## src/rtl/tug_playfield_if.sv

```systemverilog
// Player-side signal bundle of the tug-of-war light-position stage.
//   master : drives raw keys and the round restart, observes light/presses/busy
//   slave  : the playfield itself
// Signals:
//   key_l, key_r : raw asynchronous player keys, active-high
//   restart      : synchronous round restart from the victory stage
//   led          : one-hot light position, led[N_LEDS-1] leftmost
//   l_press      : conditioned left press, one cycle wide
//   r_press      : conditioned right press, one cycle wide
//   busy         : high while presses are locked out
interface tug_playfield_if #(
  parameter int unsigned N_LEDS = 9
);
  logic              key_l;
  logic              key_r;
  logic              restart;
  logic [N_LEDS-1:0] led;
  logic              l_press;
  logic              r_press;
  logic              busy;

  modport master (
    output key_l, key_r, restart,
    input  led, l_press, r_press, busy
  );

  modport slave (
    input  key_l, key_r, restart,
    output led, l_press, r_press, busy
  );
endinterface

```

## src/rtl/tug_playfield.sv

```systemverilog
// Light-position stage of the tug-of-war game. Synchronises and edge-detects
// the two raw player keys into single-cycle press pulses and walks a single
// lit LED one step per press across an N_LEDS-wide playfield. A round restart
// re-centres the light and starts a LOCKOUT-cycle window in which presses are
// ignored.
// Ports:
//   clk   : clock
//   reset : synchronous, active-high reset
//   bus   : tug_playfield_if slave modport (keys, restart in; led, presses,
//           busy out)
module tug_playfield #(
  parameter int unsigned N_LEDS  = 9,
  parameter int unsigned LOCKOUT = 8
) (
  input logic              clk,
  input logic              reset,
  tug_playfield_if.slave   bus
);

  localparam int unsigned CntW = (LOCKOUT < 1) ? 1 : $clog2(LOCKOUT + 1);
  localparam int unsigned PosW = (N_LEDS < 2) ? 1 : $clog2(N_LEDS);

  localparam logic [PosW-1:0]   Centre  = PosW'((N_LEDS - 1) / 2);
  localparam logic [PosW-1:0]   LastPos = PosW'(N_LEDS - 1);
  localparam logic [CntW-1:0]   CntLoad = CntW'(LOCKOUT);
  localparam logic [N_LEDS-1:0] LedOne  = N_LEDS'(1);

  typedef enum logic {StLock, StPlay} state_e;

  localparam state_e StStart = (LOCKOUT == 0) ? StPlay : StLock;

  // Bit 1 is the left key, bit 0 the right key.
  logic [1:0] key_s1_q, key_s2_q, key_h_q;
  logic [1:0] press_d, press_q;

  state_e          state_d, state_q;
  logic [CntW-1:0] cnt_d, cnt_q;
  logic            busy_d, busy_q;
  logic [PosW-1:0] pos_d, pos_q;

  // Sync and history preset to 1 so a key held through reset needs a fresh
  // release/press before it can pulse.
  always_ff @(posedge clk) begin
    if (reset) begin
      key_s1_q <= 2'b11;
      key_s2_q <= 2'b11;
      key_h_q  <= 2'b11;
    end else begin
      key_s1_q <= {bus.key_l, bus.key_r};
      key_s2_q <= key_s1_q;
      key_h_q  <= key_s2_q;
    end
  end

  // History keeps running in lockout, so a press made there is swallowed.
  always_comb begin
    press_d = key_s2_q & ~key_h_q & {2{state_q == StPlay}} & {2{~bus.restart}};
  end

  always_comb begin
    state_d = state_q;
    cnt_d   = cnt_q;
    if (bus.restart) begin
      state_d = StStart;
      cnt_d   = CntLoad;
    end else if (state_q == StLock) begin
      cnt_d = cnt_q - CntW'(1);
      if (cnt_q == CntW'(1)) begin
        state_d = StPlay;
      end
    end
    busy_d = (state_d == StLock);
  end

  // Movement uses the registered pulses, so the light lags the pulse by a cycle.
  always_comb begin
    pos_d = pos_q;
    if (bus.restart) begin
      pos_d = Centre;
    end else if (state_q == StPlay) begin
      case (press_q)
        2'b10: if (pos_q != LastPos) pos_d = pos_q + PosW'(1);
        2'b01: if (pos_q != '0)      pos_d = pos_q - PosW'(1);
        default: ;
      endcase
    end
  end

  always_ff @(posedge clk) begin
    if (reset) begin
      state_q <= StStart;
      cnt_q   <= CntLoad;
      busy_q  <= (LOCKOUT > 0);
      pos_q   <= Centre;
      press_q <= 2'b00;
    end else begin
      state_q <= state_d;
      cnt_q   <= cnt_d;
      busy_q  <= busy_d;
      pos_q   <= pos_d;
      press_q <= press_d;
    end
  end

  assign bus.led     = LedOne << pos_q;
  assign bus.l_press = press_q[1];
  assign bus.r_press = press_q[0];
  assign bus.busy    = busy_q;

endmodule

```

## src/flat_wrapper.sv

```systemverilog
// flat-port wrapper written by rule: the top's interface ports become plain ports
module tug_playfield_flat 
#(
  parameter int unsigned N_LEDS  = 9,
  parameter int unsigned LOCKOUT = 8
)
  (clk, reset, bus_key_l, bus_key_r, bus_restart, bus_led, bus_l_press, bus_r_press, bus_busy);
  tug_playfield_if #(.N_LEDS(N_LEDS)) bus_i ();
  input logic clk;
  input logic reset;
  input wire logic [$bits(bus_i.key_l)-1:0] bus_key_l;
  input wire logic [$bits(bus_i.key_r)-1:0] bus_key_r;
  input wire logic [$bits(bus_i.restart)-1:0] bus_restart;
  output wire logic [$bits(bus_i.led)-1:0] bus_led;
  output wire logic [$bits(bus_i.l_press)-1:0] bus_l_press;
  output wire logic [$bits(bus_i.r_press)-1:0] bus_r_press;
  output wire logic [$bits(bus_i.busy)-1:0] bus_busy;
  assign bus_i.key_l = bus_key_l;
  assign bus_i.key_r = bus_key_r;
  assign bus_i.restart = bus_restart;
  assign bus_led = bus_i.led;
  assign bus_l_press = bus_i.l_press;
  assign bus_r_press = bus_i.r_press;
  assign bus_busy = bus_i.busy;
  tug_playfield #(.N_LEDS(N_LEDS), .LOCKOUT(LOCKOUT)) u_core (.clk(clk), .reset(reset), .bus(bus_i));
endmodule
```

## config.mk

```make
export PLATFORM = sky130hd
export DESIGN_NAME = tug_playfield_flat
export DESIGN_NICKNAME = d
export VERILOG_FILES = /design/src/rtl/tug_playfield_if.sv /design/src/rtl/tug_playfield.sv /design/src/flat_wrapper.sv
export SDC_FILE = /design/constraint.sdc
export NUM_CORES = 1
export LEC_CHECK = 0
export BUFFER_PORTS_ARGS = -buffer_cell sky130_fd_sc_hd__buf_4
export CAP_MARGIN = 40
export CORE_MARGIN = 10
export CORE_UTILIZATION = 56
export CTS_CLUSTER_DIAMETER = 100
export DETAILED_ROUTE_END_ITERATION = 12
export PLACE_DENSITY = 0.8
export SYNTH_ARGS = -nofsm -noshare
export SYNTH_HDL_FRONTEND = slang
export SYNTH_SLANG_ARGS = --single-unit
export TNS_END_PERCENT = 10
```

## constraint.sdc

```tcl
create_clock -name clk -period 5.1 [get_ports clk]
set_input_delay 0.765 -clock clk [delete_from_list [all_inputs] [get_ports clk]]
set_output_delay 0.765 -clock clk [all_outputs]
set_load 0.005 [all_outputs]
```

======== After elaboration in Yosys (flattened, before gate mapping) ========
Index checks and enable logic that the tools add are counted.
storage, ports and cells
  flip-flop bits (word level) ............. 18
  bits of input ports ..................... 5
  output and inout port bits .............. 12
cells by class
  add/sub/neg operators ................... 3
  eq/ne operators ......................... 6
  shifts and indexed selects .............. 1
  muxes and demuxes ....................... 6
  bitwise operators ....................... 6
  reductions and logical operators ........ 4
operators with widths
  operator             count
  $shl 1x4->9 const A  1
  $mux 4               2
  $pmux 4 s2           1
  $sub 4x1->4 const B  2
  $and 2x2->2          3
  $add 4x1->4 const B  1
  $eq 4x1->1 const B   1
  $ne 2x1->1 const B   2
  $ne 4x4->1 const B   1
  $reduce_and 4->1     1
  $reduce_bool 4->1    1
  $mux 1               3
  $eq 2x1->1 const B   1
  $eq 2x2->1 const B   1
  $not 1->1            2
  $not 2->2            1
  $reduce_bool 2->1    1
  $reduce_or 2->1      1

======== Logic depth before layout (Yosys ltp) ========
Gate-level depths: netlist (run 1).
  word-level depth ........................ 5
  mapped depth ............................ 9
  gate-level depth less buffers ........... 8

======== Worst setup path after synthesis (run 1) ========
OpenSTA, ideal clock, no wires.
  kind .................................... register -> register
  from .................................... register u_core.press_q[1]
  to ...................................... register u_core.pos_q[2]
  library setup time ...................... 0.062 ns
  arrival time ............................ 1.822 ns
  setup slack ............................. 3.216 ns
  cell stages (with the launch flop) ...... 10
  buffers on the path ..................... 1
  clock period less this slack ............ 1.884 ns
  cells stage by stage .................... dfxtp_1 > inv_1 > ha_1 > clkbuf_1 > xor2_1 > ha_1 > a21oi_1 > xor2_1 > or4_1 > nand3_1
on the way
  cells in the longest elaborated chain, start to end .. 3
  elaborated cells between the ends (all ways) .. 7
  those cells by class .................... eq/ne (4); mux (1); reduce/logical (2)
RTL lines
  what                                                              line                  source
  start: declaration                                                tug_playfield.sv:34   logic [1:0] press_d, press_q;
  start signal: assignment                                          tug_playfield.sv:101  press_q <= press_d;
  $eq 2x1->1 or $eq 2x2->1 (tied branches)                          tug_playfield.sv:81   case (press_q)
  $ne 2x1->1 (no source line) or $reduce_bool 2->1 (tied branches)  --
  $reduce_and 4->1 (no source line)                                 --
  end signal: assignment                                            tug_playfield.sv:94   pos_q <= Centre;
  end signal: assignment                                            tug_playfield.sv:100  pos_q <= pos_d;
  end: declaration                                                  tug_playfield.sv:39   logic [PosW-1:0] pos_d, pos_q;
Parallel ways exist; a longest one is shown, timed or not.
A chain may end at the register's enable or synchronous reset.

======== Worst setup path after layout (run 1) ========
  from .................................... register u_core.pos_q[1]
  to ...................................... output port bus_led[8]
on the way
  cells in the longest elaborated chain, start to end .. 1
RTL lines
  what              line                  source
  $shl 1x4->9       tug_playfield.sv:105  assign bus.led = LedOne << pos_q;
  end: declaration  flat_wrapper.sv:14    output wire logic [$bits(bus_i.led)-1:0] bus_led;
No other way between the ends.

==> results.toml, run 1 <==
[sta]
maxSlewHeadroom = 0.744
max_freq_ghz = 0.475
hold_viol = 0
worst_pin_slew_ns = 0.383
finalSetupViolCount = 0
fin_crit_sh = 0.413
skew_ns = 0.00666
min_period_ns = 2.11
holdWs_ns = 0.392
final_max_slew_viol_count = 0
fin_ws_ns = 2.99
fin_setup_tns_ns = 0
rsz0062_at_grt = "false"

[critical_path]
path_class = "reg2out"
slowest_stage = "or3_4"
cp_slowest_stage_delay_ns = 0.43
crit_required_ns = 4.34
crit_path_start_kind = "flip-flop"
crit_fanout = 11
arrival_ns = 1.34
worstRegToRegCells = 8
endpoint_kind = "output port"
cp_cell_sequence = "or3_4, nor2_1, buf_4"

[floorplanning]
rows = 14
io_pins = 17
dieArea_um2 = 3620
chipWidth_um = 60.1
floorplan.initialDensity = 0.599
chipHeight_um = 60.1
fp.coreArea_um2 = 1510

[place]
gp_congestion = 0.827
place_inst = 126
io_buffers = 16
hpwl_mm = 1.25
place_ws_ns = 3.15

[finish]
nNetsFinal = 126
regArea_um2 = 360
multiInputGateArea_um2 = 480
instances_no_fill = 129
final_util = 0.681
fillers = 125
antennaDiodeCount = 0
layout-drive-gt1-share = 0.257
syn2layout_area_growth_pct = 13.7

[routing]
drt_iter0_drc = 2
viasPerCell = 5.35
vias = 690
firstDrtPassIters = 4
post-route-drc-count = 0
ant_nets = 0
routed_wirelength_mm = 1.58
wl_per_cell_um = 12.3

[global_routing]
antenna_found_initial = 0
grt_remaining_overflow = 0
track_usage = 0.0938
grt_max_degree = 12
grt_first_pass_wirelength_mm = 2.74
grt_pass1_vias = 650

[clock_network]
clk_path_buf_depth = 2
cts_setup_buffers = 0
clk_pin_slew_worst_paths_ns = 0.09
ctsResizeCount = 0
insertion_delay_ns = 0.29
cts-buffers-inserted = 3
cts_sinks = 18
cts_hold_buf = 0
cts_tree = "done"
htree_levels = 1
root_buffer = "clkbuf_4"

[synthesis]
ys_types = 32
synth_seq_cells = 18
avgSynthCellArea_um2 = 8.93
synth_cells = 101
syn_nets = 112
ys_warn_count = 0
yosysSeqAreaShare = 0.399
syn-cell-area_um2 = 902

[pwr]
power.density_nw_per_um2 = 223
p_leak_nw = 0.418
vdd_drop_max_mv = 0.163

[min_path]
whs_path_depth = 1
hold_path_class = "reg2reg"

[status]
outcome = "completed"

[run]
maxCapViolCount = 0
-- power breakdown --
part / internal, mW / leakage (nW) / switching [mW]
registers: 0.145 / 0.147 / 0.00293
logic: 0.00864 / 0.257 / 0.00675
clock network: 0.0275 / 0.0138 / 0.0383
-- synthesized netlist by cell type --
| cell type | n | area, µm² |
|---|---|---|
| a21o_1 | 1 | 7.51 |
| a21oi_1 | 2 | 10.0 |
| a41oi_2 | 1 | 16.3 |
| buf_2 | 1 | 5.00 |
| buf_4 | 1 | 7.51 |
| buf_6 | 1 | 11.3 |
| clkbuf_1 | 4 | 15.0 |
| dfxtp_1 | 18 | 360 |
| ha_1 | 6 | 75.1 |
| inv_1 | 6 | 22.5 |
| mux2_4 | 1 | 15.0 |
| mux2i_1 | 2 | 20.0 |
| nand2_1 | 4 | 15.0 |
| nand2b_1 | 3 | 18.8 |
| nand3_1 | 2 | 10.0 |
| nor2_1 | 14 | 52.6 |
| nor2b_1 | 1 | 6.26 |
| nor3_1 | 4 | 20.0 |
| nor3b_1 | 3 | 22.5 |
| nor4_1 | 3 | 18.8 |
| o211ai_1 | 1 | 7.51 |
| o21ai_0 | 2 | 10.0 |
| o21bai_1 | 1 | 7.51 |
| o311ai_1 | 1 | 8.76 |
| or2_0 | 1 | 6.26 |
| or2_2 | 7 | 43.8 |
| or2b_1 | 1 | 7.51 |
| or3_4 | 1 | 11.3 |
| or4_1 | 1 | 7.51 |
| or4b_1 | 1 | 10.0 |
| xnor2_1 | 2 | 17.5 |
| xor2_1 | 4 | 35.0 |
-- per-layer routing --
layer	part of all wire	wire (µm)	vias up	global-route usage
met5	0	0	-	0
met4	0.016	25	0	0.0481
met3	0.083	131	4	0.0360
met2	0.45	705	18	0.147
met1	0.45	719	305	0.107
li1	-	-	363	-
-- worst max-delay path, delay by kind of cell, from the launching register on --
| kind | cells | cell delay (ns) |
|---|---|---|
| buffers and inverters | 1 | 0.12 |
| flip-flops | 1 | 0.41 |
| AND/OR/NAND/NOR | 2 | 0.53 |
-- sequential cells by signal, summed over array words and instances, names as in the netlist --
name             count
u_core.bus.busy      1
u_core.press_q       2
u_core.key_h_q       2
u_core.key_s1_q      2
u_core.key_s2_q      2
u_core.cnt_q         4
u_core.state_q       1
u_core.pos_q         4
-- final timing paths --
check                                  to                         start  slack, ns
min          u_core.press_q[1]$_SDFF_PP0_  u_core.key_h_q[1]$_SDFF_PP1_       0.39
max reg2reg  u_core.pos_q[2]$_SDFFE_PP1P_  u_core.press_q[1]$_SDFF_PP0_       3.17
max                            bus_led[8]  u_core.pos_q[1]$_SDFFE_PP0P_       2.99
min reg2reg  u_core.press_q[1]$_SDFF_PP0_  u_core.key_h_q[1]$_SDFF_PP1_       0.39
-- stage by stage --
| step | power [mW] | area [µm²] |
|---|---|---|
| finish | 0.229 | 1030 |
| global route | 0.239 | 1030 |
| CTS | 0.231 | 1030 |
| detailed placement | 0.166 | 1000 |
| global placement | 0.165 | 1000 |
| floorplan | 0.161 | 902 |
-- layout by cell type (no fill, tap or decap), drive strengths merged --
cell	Yosys	layout
o311ai	1	1
nor4	3	3
or4b	1	1
or2b	1	1
buf	3	16
o211ai	1	1
nand2	4	4
nand2b	3	3
o21ai	2	2
nand3	2	2
xnor2	2	2
a21oi	2	2
dfxtp	18	18
nor3b	3	3
or3	1	1
xor2	4	4
nor2b	1	1
clkbuf	4	3
inv	6	6
or2	8	8
nor2	14	14
ha	6	6
o21bai	1	1
a41oi	1	1
mux2i	2	2
or4	1	1
a21o	1	1
nor3	4	4
mux2	1	1
-- cells by family (layout without fill, tap and decap cells) --
kind of cell / Yosys count / count (layout) / synth area share
XOR/XNOR: 6 / 6 / 0.0583
multiplexers: 3 / 3 / 0.0388
AND/OR/NAND/NOR: 46 / 46 / 0.277
flip-flops: 18 / 18 / 0.399
AO/OA/AOI/OAI: 9 / 9 / 0.0749
buffers and inverters: 13 / 25 / 0.0680
adder cells (fa/ha/maj): 6 / 6 / 0.0832
-- layout make-up --
type,count,share of cell area
Timing Repair Buffer,16,0.117
Clock buffer,3,0.0220
Sequential cell,18,0.351
Multi-Input combinational cell,70,0.468
Tap cell,16,0.0195
Inverter,6,0.0220
Note: power is estimated with default switching activity, not from simulation.
==> inputs of run 2 (changes only) <==
--- a/config.mk
+++ b/config.mk
@@ -8,10 +8,10 @@
 export BUFFER_PORTS_ARGS = -buffer_cell sky130_fd_sc_hd__buf_4
 export CAP_MARGIN = 40
 export CORE_MARGIN = 10
-export CORE_UTILIZATION = 56
+export CORE_UTILIZATION = 47
 export CTS_CLUSTER_DIAMETER = 100
 export DETAILED_ROUTE_END_ITERATION = 12
-export PLACE_DENSITY = 0.8
+export PLACE_DENSITY = 0.72
 export SYNTH_ARGS = -nofsm -noshare
 export SYNTH_HDL_FRONTEND = slang
 export SYNTH_SLANG_ARGS = --single-unit
==> constraint.sdc (replaced) <==
create_clock -name clk -period 1.7 [get_ports clk]
set_input_delay 0.255 -clock clk [delete_from_list [all_inputs] [get_ports clk]]
set_output_delay 0.255 -clock clk [all_outputs]
set_load 0.005 [all_outputs]
==> run 2 against run 1 <==
- the flow now finishes with violations (negative setup slack)
- global-route usage decreased by 0.90 points
- critical path depth increased by 2
- sequential cell count unchanged
- cell count increased by 14%
- power increased to 3.2 times the previous value
- sequential power increased to 3.0 times the previous value
- clock power increased to 3.9 times the previous value
==> results.toml, run 2 (synthesized netlist as in run 1, its figures left out) <==
[status]
outcome = "finished with violations"
violations = "negative setup slack"

[floorplanning]
fp.coreArea_um2 = 1760
io_pins = 17
chipHeight_um = 63.8
dieArea_um2 = 4070
rows = 15
floorplan.initialDensity = 0.511
chipWidth_um = 63.8

[place]
gp_congestion = 0.762
hpwl_mm = 1.33
place_inst = 142
place_area_um2 = 1090
io_buffers = 16
place_ws_ns = -0.0320

[run]
maxCapViolCount = 0

[global_routing]
antenna_found_initial = 0
grt_first_pass_wirelength_mm = 2.93
grt_remaining_overflow = 0
track_usage = 0.0848
grt_max_degree = 12
grt_pass1_vias = 673

[clock_network]
clk_pin_slew_worst_paths_ns = 0.10
cts_sinks = 18
cts_hold_buf = 0
clk_path_buf_depth = 2
root_buffer = "clkbuf_4"
htree_levels = 1
insertion_delay_ns = 0.29
cts_tree = "done"
cts-buffers-inserted = 3

[pwr]
p_int_uw = 590
sequentialPowerShare = 0.594
clkPwrFrac = 0.343
swShare = 0.205
p_switching_uw = 152
p_leak_nw = 0.470
total_power_uw = 742
power.density_nw_per_um2 = 646
vdd_drop_max_mv = 0.592
p_comb_frac = 0.063

[sta]
rsz0062_at_grt = "true"
skew_ns = 0.00581
fin_setup_tns_ns = -0.0408
hold_viol = 0
worst_pin_slew_ns = 0.363
fin_ws_ns = -0.0305
maxSlewHeadroom = 0.757
finalSetupViolCount = 2
fin_crit_sh = 1.02
holdWs_ns = 0.149
min_period_ns = 1.73
max_freq_ghz = 0.578
final_max_slew_viol_count = 0

[routing]
ant_nets = 0
viasPerCell = 4.94
post-route-drc-count = 0
vias = 726
routed_wirelength_mm = 1.71
wl_per_cell_um = 11.6
firstDrtPassIters = 4
drt_iter0_drc = 14

[critical_path]
cp_top_family = "simple AND/OR/NAND/NOR gates"
cp_slowest_stage_delay_ns = 0.51
path_depth = 5
slowest_stage = "or4b_4"
crit_buf_inv = 1
path_class = "reg2reg"
cp_cell_sequence = "inv_2, ha_1, or4b_4, or2_1, o311ai_1"
arrival_ns = 1.93
worstRegToRegCells = 5
crit_path_start_kind = "flip-flop"
crit_fanout = 3
crit_required_ns = 1.90
endpoint_kind = "flip-flop"

[finish]
fillers = 172
layout-drive-gt1-share = 0.402
syn2layout_area_growth_pct = 27.3
nNetsFinal = 134
layout_commonest_cell = "buf_4"
multiInputGateArea_um2 = 510
regArea_um2 = 368
layout_common_cells = "buf_4, nor2_1, dfxtp_1"
final_util = 0.651
stdcell_area_um2 = 1150
instances_no_fill = 147
largestRegisters = "u_core.cnt_q (4), u_core.pos_q (4)"
antennaDiodeCount = 0

[min_path]
whs_path_depth = 2
hold_path_class = "in2reg"
run 2: what timing repair did:
item | CTS | global route
gates resized for setup | 2 | 5
setup endpoints to repair | 2 | 3
pin swaps | 0 | 0
setup buffers | 1 | 0
run 2: worst paths after layout:
check / to / startpoint / slack, ns
hold / removal: u_core.key_s1_q[0]$_SDFF_PP1_ / bus_key_r / 0.15
hold reg to reg: u_core.press_q[1]$_SDFF_PP0_ / u_core.key_h_q[1]$_SDFF_PP1_ / 0.38
setup / recovery: u_core.pos_q[3]$_SDFFE_PP0P_ / u_core.press_q[0]$_SDFF_PP0_ / -0.03
setup reg to reg: u_core.pos_q[3]$_SDFFE_PP0P_ / u_core.press_q[0]$_SDFF_PP0_ / -0.03
run 2: power groups by stage:
| stage | logic, mW | registers, mW | clock network, mW |
|---|---|---|---|
| final | 0.0464 | 0.441 | 0.255 |
| after global routing | 0.0541 | 0.442 | 0.278 |
| after CTS | 0.0471 | 0.441 | 0.262 |
| after detailed placement | 0.0469 | 0.452 | 0 |
| after global placement | 0.0456 | 0.452 | 0 |
| after floorplan | 0.0334 | 0.450 | 0 |
run 2: per-layer routing:
| metal | vias up | share of wire | track usage |
|---|---|---|---|
| li1 | 375 | - | - |
| met1 | 326 | 0.42 | 0.0933 |
| met2 | 21 | 0.45 | 0.131 |
| met3 | 4 | 0.099 | 0.0575 |
| met4 | 0 | 0.026 | 0.0219 |
| met5 | - | 0 | 0 |
run 2: final cells by class:
| cell class | count | share of cell area |
|---|---|---|
| Clock buffer | 4 | 0.0316 |
| Tap cell | 25 | 0.0272 |
| Multi-Input combinational cell | 70 | 0.444 |
| Timing Repair Buffer | 24 | 0.157 |
| Inverter | 6 | 0.0196 |
| Sequential cell | 18 | 0.320 |
